### config.mk
export PLATFORM = sky130hd
export DESIGN_NAME = fir_out_buffer
export DESIGN_NICKNAME = d
export VERILOG_FILES = /design/src/rtl/fir_pkg.sv /design/src/rtl/fir_buf_mem.sv /design/src/rtl/fir_out_buffer.sv
export SDC_FILE = /design/constraint.sdc
export NUM_CORES = 1
export LEC_CHECK = 0
export BUFFER_PORTS_ARGS = -buffer_cell sky130_fd_sc_hd__buf_4
export CORE_ASPECT_RATIO = 1.4
export CORE_MARGIN = 2
export CORE_UTILIZATION = 52
export CTS_CLUSTER_SIZE = 12
export DETAILED_ROUTE_END_ITERATION = 6
export PLACE_DENSITY = 0.79
export REMOVE_ABC_BUFFERS = 1
export SLEW_MARGIN = 15
export SYNTH_ARGS = -nofsm -noshare
export SYNTH_HDL_FRONTEND = slang
export SYNTH_HIERARCHICAL = 1
export SYNTH_SLANG_ARGS = --single-unit
### constraint.sdc
create_clock -name clk -period 3.45 [get_ports clk]
set_input_delay 0.69 -clock clk [delete_from_list [all_inputs] [get_ports clk]]
set_output_delay 0.69 -clock clk [all_outputs]
set_load 0.03 [all_outputs]
### src/rtl/fir_pkg.sv
// rtl/fir_pkg.sv - shared FIR constants and sizing helpers
package fir_pkg;

  localparam int FIR_DATA_W = 8;

  function automatic int ptr_w(input int depth);
    return $clog2(depth);
  endfunction

endpackage

### src/rtl/fir_buf_mem.sv
// rtl/fir_buf_mem.sv - sample storage array, synchronous write, asynchronous read
module fir_buf_mem #(
  parameter int DATA_W = 8,
  parameter int DEPTH  = 8,
  parameter int AW     = 3
) (
  input  logic              clk,
  input  logic              we,
  input  logic [AW-1:0]     waddr,
  input  logic [DATA_W-1:0] wdata,
  input  logic [AW-1:0]     raddr,
  output logic [DATA_W-1:0] rdata
);

  // Contents are intentionally never reset; only the pointers around them are.
  logic [DATA_W-1:0] mem_q [DEPTH];

  always_ff @(posedge clk) begin
    if (we) begin
      mem_q[waddr] <= wdata;
    end
  end

  assign rdata = mem_q[raddr];

endmodule

### src/rtl/fir_out_buffer.sv
// rtl/fir_out_buffer.sv - elastic FWFT output buffer behind the FIR, drops and counts on overflow
module fir_out_buffer
  import fir_pkg::*;
#(
  parameter int DATA_W = FIR_DATA_W,
  parameter int DEPTH  = 8,
  parameter int CNT_W  = 8
) (
  input  logic                     clk,
  input  logic                     rst,
  input  logic [DATA_W-1:0]        din,
  input  logic                     vin,
  input  logic                     clr,
  output logic [DATA_W-1:0]        dout,
  output logic                     vout,
  input  logic                     rdy,
  output logic [$clog2(DEPTH):0]   count,
  output logic                     full,
  output logic                     ovf,
  output logic [CNT_W-1:0]         drop_cnt
);

  localparam int PW = ptr_w(DEPTH);
  localparam int CW = PW + 1;

  logic [PW-1:0]    wp_q, wp_d;
  logic [PW-1:0]    rp_q, rp_d;
  logic [CW-1:0]    count_q, count_d;
  logic             ovf_q, ovf_d;
  logic [CNT_W-1:0] drop_cnt_q, drop_cnt_d;

  logic pop;
  logic push;
  logic drop;
  logic is_full;
  logic not_empty;

  assign not_empty = (count_q != '0);
  assign is_full   = (count_q == CW'(DEPTH));

  // A flush suppresses both sides, so neither a pop nor a drop is seen that cycle.
  assign pop  = not_empty && rdy && !clr;
  assign push = vin && !clr && (!is_full || pop);
  assign drop = vin && !clr && is_full && !pop;

  always_comb begin
    wp_d       = wp_q;
    rp_d       = rp_q;
    count_d    = count_q;
    ovf_d      = ovf_q;
    drop_cnt_d = drop_cnt_q;
    if (clr) begin
      wp_d       = '0;
      rp_d       = '0;
      count_d    = '0;
      ovf_d      = 1'b0;
      drop_cnt_d = '0;
    end else begin
      if (push) begin
        wp_d = wp_q + PW'(1);
      end
      if (pop) begin
        rp_d = rp_q + PW'(1);
      end
      if (push && !pop) begin
        count_d = count_q + CW'(1);
      end else if (pop && !push) begin
        count_d = count_q - CW'(1);
      end
      if (drop) begin
        ovf_d = 1'b1;
        if (drop_cnt_q != '1) begin
          drop_cnt_d = drop_cnt_q + CNT_W'(1);
        end
      end
    end
  end

  always_ff @(posedge clk or negedge rst) begin
    if (!rst) begin
      wp_q       <= '0;
      rp_q       <= '0;
      count_q    <= '0;
      ovf_q      <= 1'b0;
      drop_cnt_q <= '0;
    end else begin
      wp_q       <= wp_d;
      rp_q       <= rp_d;
      count_q    <= count_d;
      ovf_q      <= ovf_d;
      drop_cnt_q <= drop_cnt_d;
    end
  end

  fir_buf_mem #(
    .DATA_W (DATA_W),
    .DEPTH  (DEPTH),
    .AW     (PW)
  ) u_mem (
    .clk   (clk),
    .we    (push),
    .waddr (wp_q),
    .wdata (din),
    .raddr (rp_q),
    .rdata (dout)
  );

  assign vout     = not_empty;
  assign full     = is_full;
  assign count    = count_q;
  assign ovf      = ovf_q;
  assign drop_cnt = drop_cnt_q;

endmodule

==> results of run 1 <==
==> per-stage QoR <==
stage | power (mW) | instance area (um^2) | hold WS, ns
2_1_floorplan | 1.81 | 3610 | 0.394
3_3_place_gp | 2.06 | 4070 | 0.505
3_5_place_dp | 2.08 | 4070 | 0.533
4_1_cts | 2.83 | 4280 | 0.201
5_1_grt | 2.94 | 4280 | 0.209
6_report | 2.80 | 4280 | 0.207
==> worst max-delay path, delay by kind of cell, from the launching register on <==
| kind | cells | cell delay (ns) |
|---|---|---|
| buffers and inverters | 2 | 0.47 |
| DFF | 1 | 0.41 |
| muxes | 2 | 0.88 |
==> cells by family (layout without fill, tap and decap cells) <==
kind of cell,count (synthesis),count (layout),share of synthesized area (%)
flip-flops,83,83,65.4
XOR/XNOR,6,6,1.43
adder cells (fa/ha/maj),6,6,2.25
AO/OA/AOI/OAI,22,22,3.96
buffers and inverters,16,68,2.46
AND/OR/NAND/NOR,62,62,9.28
multiplexers,29,29,15.3
==> layout make-up <==
cell class                      count  area, um^2
Tap cell                           95         119
Fill cell                         515        2610
Timing Repair Buffer               45         338
Clock buffer                       10         128
Multi-Input combinational cell    125        1180
Inverter                            7        31.3
Sequential cell                    83        2400
Clock inverter                      6        88.8
==> flip-flops by register name, summed over array words and instances (netlist names) <==
name	cells
count	4
drop_cnt	8
ovf	1
rp_q	3
u_mem/mem_q	64
wp_q	3
==> placed cells by master, fill, tap and decap left out, types with 4 or more instances in the layout <==
master	n
nor2_1	19
clkbuf_8	9
dfrtp_1	19
nand2b_1	4
nand3_1	5
mux2_2	9
nand4_1	4
edfxtp_1	64
ha_1	5
mux4_1	15
xor2_1	4
buf_4	45
a21oi_1	6
o21ai_0	5
inv_1	6
nor2b_1	4
nand2_1	8
==> Yosys cell counts, types with 4 or more instances <==
| master | n | area (um^2) |
|---|---|---|
| nand2_1 | 8 | 30.0 |
| a21oi_1 | 6 | 30.0 |
| ha_1 | 5 | 62.6 |
| mux4_1 | 15 | 394 |
| o21ai_0 | 5 | 25.0 |
| inv_1 | 6 | 22.5 |
| nor2b_1 | 4 | 25.0 |
| nand3_1 | 5 | 25.0 |
| clkbuf_1 | 5 | 18.8 |
| dfrtp_1 | 19 | 475 |
| edfxtp_1 | 64 | 1920 |
| nor2_1 | 19 | 71.3 |
| nand4_1 | 4 | 25.0 |
| xor2_1 | 4 | 35.0 |
| nand2b_1 | 4 | 25.0 |
| mux2_2 | 9 | 101 |
==> power breakdown <==
group	leakage [nW]	switching [mW]	internal (mW)
Clock	0.105	0.335	0.409
Sequential	0.838	0.0727	1.13
Combinational	0.637	0.462	0.384
Total	1.58	0.870	1.93
==> path summary, 6_finish.rpt <==
check,startpoint,endpoint,cells after the start
worst max-delay path,rp_q[0],dout[7],4
worst min-delay path,rst,drop_cnt[5],1
worst max register to register,count[0],count[3],8
worst min register to register,ovf,ovf,2
max in group asynchronous,rst,wp_q[2],1
min in group clk,ovf,ovf,2
==> layer usage <==
layer,vias to the layer above,GRT usage [%],wire [um],share of wire (%)
met3,14,4.65,362,5.6
met5,-,0,0,0
li1,978,-,-,-
met4,0,7.55,120,1.8
met1,1037,21.2,2550,39
met2,64,32.5,3490,53
==> run_results.csv, run 1 <==
group,metric,value,unit
floorplan,die_y,103,um
route,drt_first_pass_iters,4,
outcome,status,"complete, no violations",
power_and_ir_drop,vdd_drop_max,0.000555,V
clock_network,clock_sinks,83,
placed_design,place.gp.congestion,0.777,
critical_path,ff2ff_setup_slack,0.87,ns
route,drc,0,
clock_network,clock_path_buffers,2,
sta,max_freq,0.359,GHz
sta,min_period,2.79,ns
critical_path,path_common_cell,"buf_4",
sta,fin_setup_tns,0,ns
clock_network,post_cts_buffers,0,
clock_network,numCtsBuffers,9,
clock_network,htree_levels,3,
global_routing,grt_max_degree,24,
clock_network,cts_resized,0,
critical_path,required,2.76,ns
sta,setup_slack,0.663,ns
route,finalWirelength,6520,um
critical_path,crit_arrival,2.10,ns
logic_synthesis,yosys_warnings,6,
critical_path,max_stage_delay,0.60,ns
sta,fin_crit_sh,80.8,%
route,wl_per_cell,17.6,um
power_and_ir_drop,power_leakage,1.58,nW
sta,clock_skew,0.00997,ns
logic_synthesis,syn-cell-area,0.00367,mm^2
logic_synthesis,yosysUniqueCellTypes,42,
clock_network,cts_tree,"yes",
final_layout,area_delta_synth_final,16.8,%
route,drt.antenna.violating_nets,0,
floorplan,fp.dieW,75.0,um
logic_synthesis,syn_avg_cell_area,16.4,um^2
critical_path,path_max_fanout,16,
critical_path,start_kind,"register",
sta,rsz0062_at_grt,"false",
critical_path,crit_path_end_kind,"output port",
logic_synthesis,synthFlopType,"edfxtp_1",
final_layout,fin_cells,371,
critical_path,critical_path_class,"reg -> out",
floorplan,core_region_area,0.00689,mm^2
sta,timing.slew.headroom,52.3,%
sta,hold_viol_final,0,
clock_network,cts_root_buffer,"clkbuf_8",
final_layout,nets,290,
logic_synthesis,synth_cells,224,
global_routing,grt_antenna_before_repair,0,
job,maxCapViolCount,0,
clock_network,clkLatencyLatePin,0.34,ns
floorplan,ioPinCount,36,
logic_synthesis,synth-seq-cells,83,
global_routing,first_global_vias,2064,
placed_design,dp_slack,0.745,ns
final_layout,drive_gt1_share,26.4,%
floorplan,die_area,0.00775,mm^2
global_routing,grt_usage,18.4,%
sta,worst_pin_slew,0.715,ns
power_and_ir_drop,power_density,654,mW/mm^2
min_path,min_path_type,"in -> async",
route,via_per_inst,5.64,
sta,finalMaxSlewViolations,0,
global_routing,overflow,0,
sta,setup_viol,0,
logic_synthesis,async_flop_share,22.9,%
placed_design,dp_hpwl,4340,um
floorplan,rows,36,
floorplan,start_util,53.2,%
clock_network,clk_pin_slew,0.08,ns
final_layout,postLayoutCoreUtil,62.1,%
critical_path,crit_slowest_cell,"mux4_1",
global_routing,grt_pass1_wl,10200,um
logic_synthesis,synth_edf_count,64,
final_layout,diodes,0,
route,first_iter_violations,108,
clock_network,cts_hold_buf,0,
critical_path,crit_chain,"buf_4 -> mux4_1 -> mux2_2 -> buf_4",
placed_design,port_buffers,35,
route,vias,2093,
logic_synthesis,seq_area_frac_synth,65.4,%
placed_design,dp_cells,355,
Power figures use the tool's default switching activity.
==> run 2: changes to the inputs <==
- PLACE_DENSITY: 0.79 -> 0.81
- clock period: 3.45 -> 2.5 ns (I/O delays scaled with it)
==> run_results.csv, run 2 (synthesis gave the netlist of run 1 again) <==
group,metric,value,unit
outcome,status,"complete, no violations",
global_routing,grt_antenna_before_repair,0,
critical_path,crit_slowest_cell,"or4b_4",
global_routing,grt_max_degree,24,
sta,setup_viol,0,
global_routing,busiest_layer,"met2",
placed_design,dp_hpwl,4590,um
global_routing,overflow,0,
clock_network,numCtsBuffers,9,
global_routing,grt_pass1_wl,10700,um
route,finalWirelength,6960,um
clock_network,clock_path_buffers,2,
sta,fin_crit_sh,99.9,%
global_routing,first_global_vias,2157,
route,via_per_inst,5.46,
sta,hold_viol_final,0,
placed_design,place_area,0.00415,mm^2
critical_path,crit_chain,"buf_4 -> or4b_4 -> nand2_1 -> or3_4 -> ha_4 -> a211oi_4 -> or4_4 -> a31oi_4 -> a21oi_1",
sta,rsz0062_at_grt,"true",
sta,hold_ws,0.375,ns
floorplan,rows,36,
job,maxCapViolCount,0,
final_layout,area_delta_synth_final,20.6,%
clock_network,clock_sinks,83,
critical_path,worstPathBufferInverterCount,1,
floorplan,core_region_area,0.00689,mm^2
critical_path,crit_path_end_kind,"register",
floorplan,die_y,103,um
global_routing,use_met1,21.6,%
final_layout,regMostFlops,"u_mem/mem_q",
global_routing,met2_usage,36.4,%
clock_network,htree_levels,3,
placed_design,place.gp.congestion,0.750,
sta,timing.slew.headroom,66.2,%
clock_network,clk_pin_slew,0.08,ns
critical_path,path_max_fanout,6,
sta,worst_pin_slew,0.502,ns
critical_path,required,2.74,ns
clock_network,clkLatencyLatePin,0.35,ns
route,wl_per_cell,18.1,um
critical_path,start_kind,"register",
final_layout,diodes,0,
critical_path,path_delay_family,"simple AND/OR/NAND/NOR gates",
floorplan,start_util,53.2,%
final_layout,mostFrequentLayoutCell,"edfxtp_1",
clock_network,cts_tree,"yes",
global_routing,grt_usage,19.8,%
placed_design,dp_slack,-0.0410,ns
route,vias,2096,
clock_network,cts_root_buffer,"clkbuf_8",
power_and_ir_drop,p_total,3.99,mW
critical_path,max_stage_delay,0.53,ns
sta,setup_slack,0.00287,ns
critical_path,critical_path_class,"reg -> reg",
critical_path,ff2ff_setup_slack,0.003,ns
power_and_ir_drop,power_density,902,mW/mm^2
sta,fin_setup_tns,0,ns
route,drc,0,
final_layout,nets,303,
final_layout,final_cell_mix,"edfxtp_1 (64), buf_4 (56), nor2_1 (19), dfrtp_1 (19), mux4_1 (11)",
placed_design,dp_cells,365,
final_layout,final_area,0.00442,mm^2
sta,clock_skew,0.00876,ns
sta,finalMaxSlewViolations,0,
floorplan,fp.dieW,75.0,um
power_and_ir_drop,vdd_drop_max,0.00125,V
final_layout,postLayoutCoreUtil,64.2,%
placed_design,port_buffers,35,
global_routing,grt_use_met3,5.62,%
final_layout,drive_gt1_share,33.2,%
min_path,min_path_type,"in -> reg",
critical_path,crit_arrival,2.73,ns
power_and_ir_drop,power_leakage,1.63,nW
route,drt.antenna.violating_nets,0,
route,drt_first_pass_iters,4,
sta,max_freq,0.400,GHz
floorplan,ioPinCount,36,
floorplan,die_area,0.00775,mm^2
final_layout,largest_reg_flops,64,
route,first_iter_violations,135,
final_layout,fin_cells,384,
sta,min_period,2.50,ns
==> run 2: cell types whose count changed in the layout (fill, tap and decap cells not counted), moves of 2 or more <==
cell and delta:
clkinv_2 +3, ha_1 -2, ha_4 +2, mux4_1 -4
buf_4 +11, mux4_2 +4
==> run 2: worst reg2reg max path: stages, from the launching register on <==
cell and delay (ns):
dfrtp_1 0.42, buf_4 0.18, or4b_4 0.53, nand2_1 0.10, or3_4 0.17, ha_4 0.14, a211oi_4 0.06, or4_4 0.51
a31oi_4 0.18, a21oi_1 0.08
==> run 2: repair_timing <==
action,4_1_cts,5_1_grt
endpoints found under the setup margin,8,8
hold buffers,1,0
hold endpoints to repair,9,0
setup buffers,1,1
pin swaps,0,2
gates resized for setup,3,14
==> run 2: area by class of cell <==
class                   instances  area [um^2]
repair buffers                 58          450
multi-input cells             125         1240
flip-flops and latches         83         2400
fillers                       519         2470
inverters                       7         31.3
well taps                      95          119
clock buffers                  10          128
clock inverters                 6         56.3
==> run 2: report_power, final <==
| part | internal (mW) | switching [mW] |
|---|---|---|
| sequential | 1.57 | 0.0847 |
| combinational | 0.692 | 0.753 |
| clock | 0.452 | 0.440 |
==> run 2: final timing paths <==
kind	endpoint	start	cells past startpoint
max in group asynchronous	drop_cnt[3]	rst	2
min in group asynchronous	rp_q[1]	rst	2
worst max-delay path	count[3]	count[1]	9
worst max register to register	count[3]	count[1]	9
worst min register to register	ovf	ovf	2
worst min-delay path	u_mem/mem_q[4][2]	din[2]	1
==> run 2: routing by layer <==
| metal | part of all wire (%) | vias to the layer above | routed length, um |
|---|---|---|---|
| met3 | 3.8 | 4 | 261 |
| met2 | 58 | 47 | 4020 |
| met4 | 0.60 | 0 | 42 |
| met1 | 38 | 1045 | 2640 |
| li1 | - | 1000 | - |
| met5 | 0 | - | 0 |
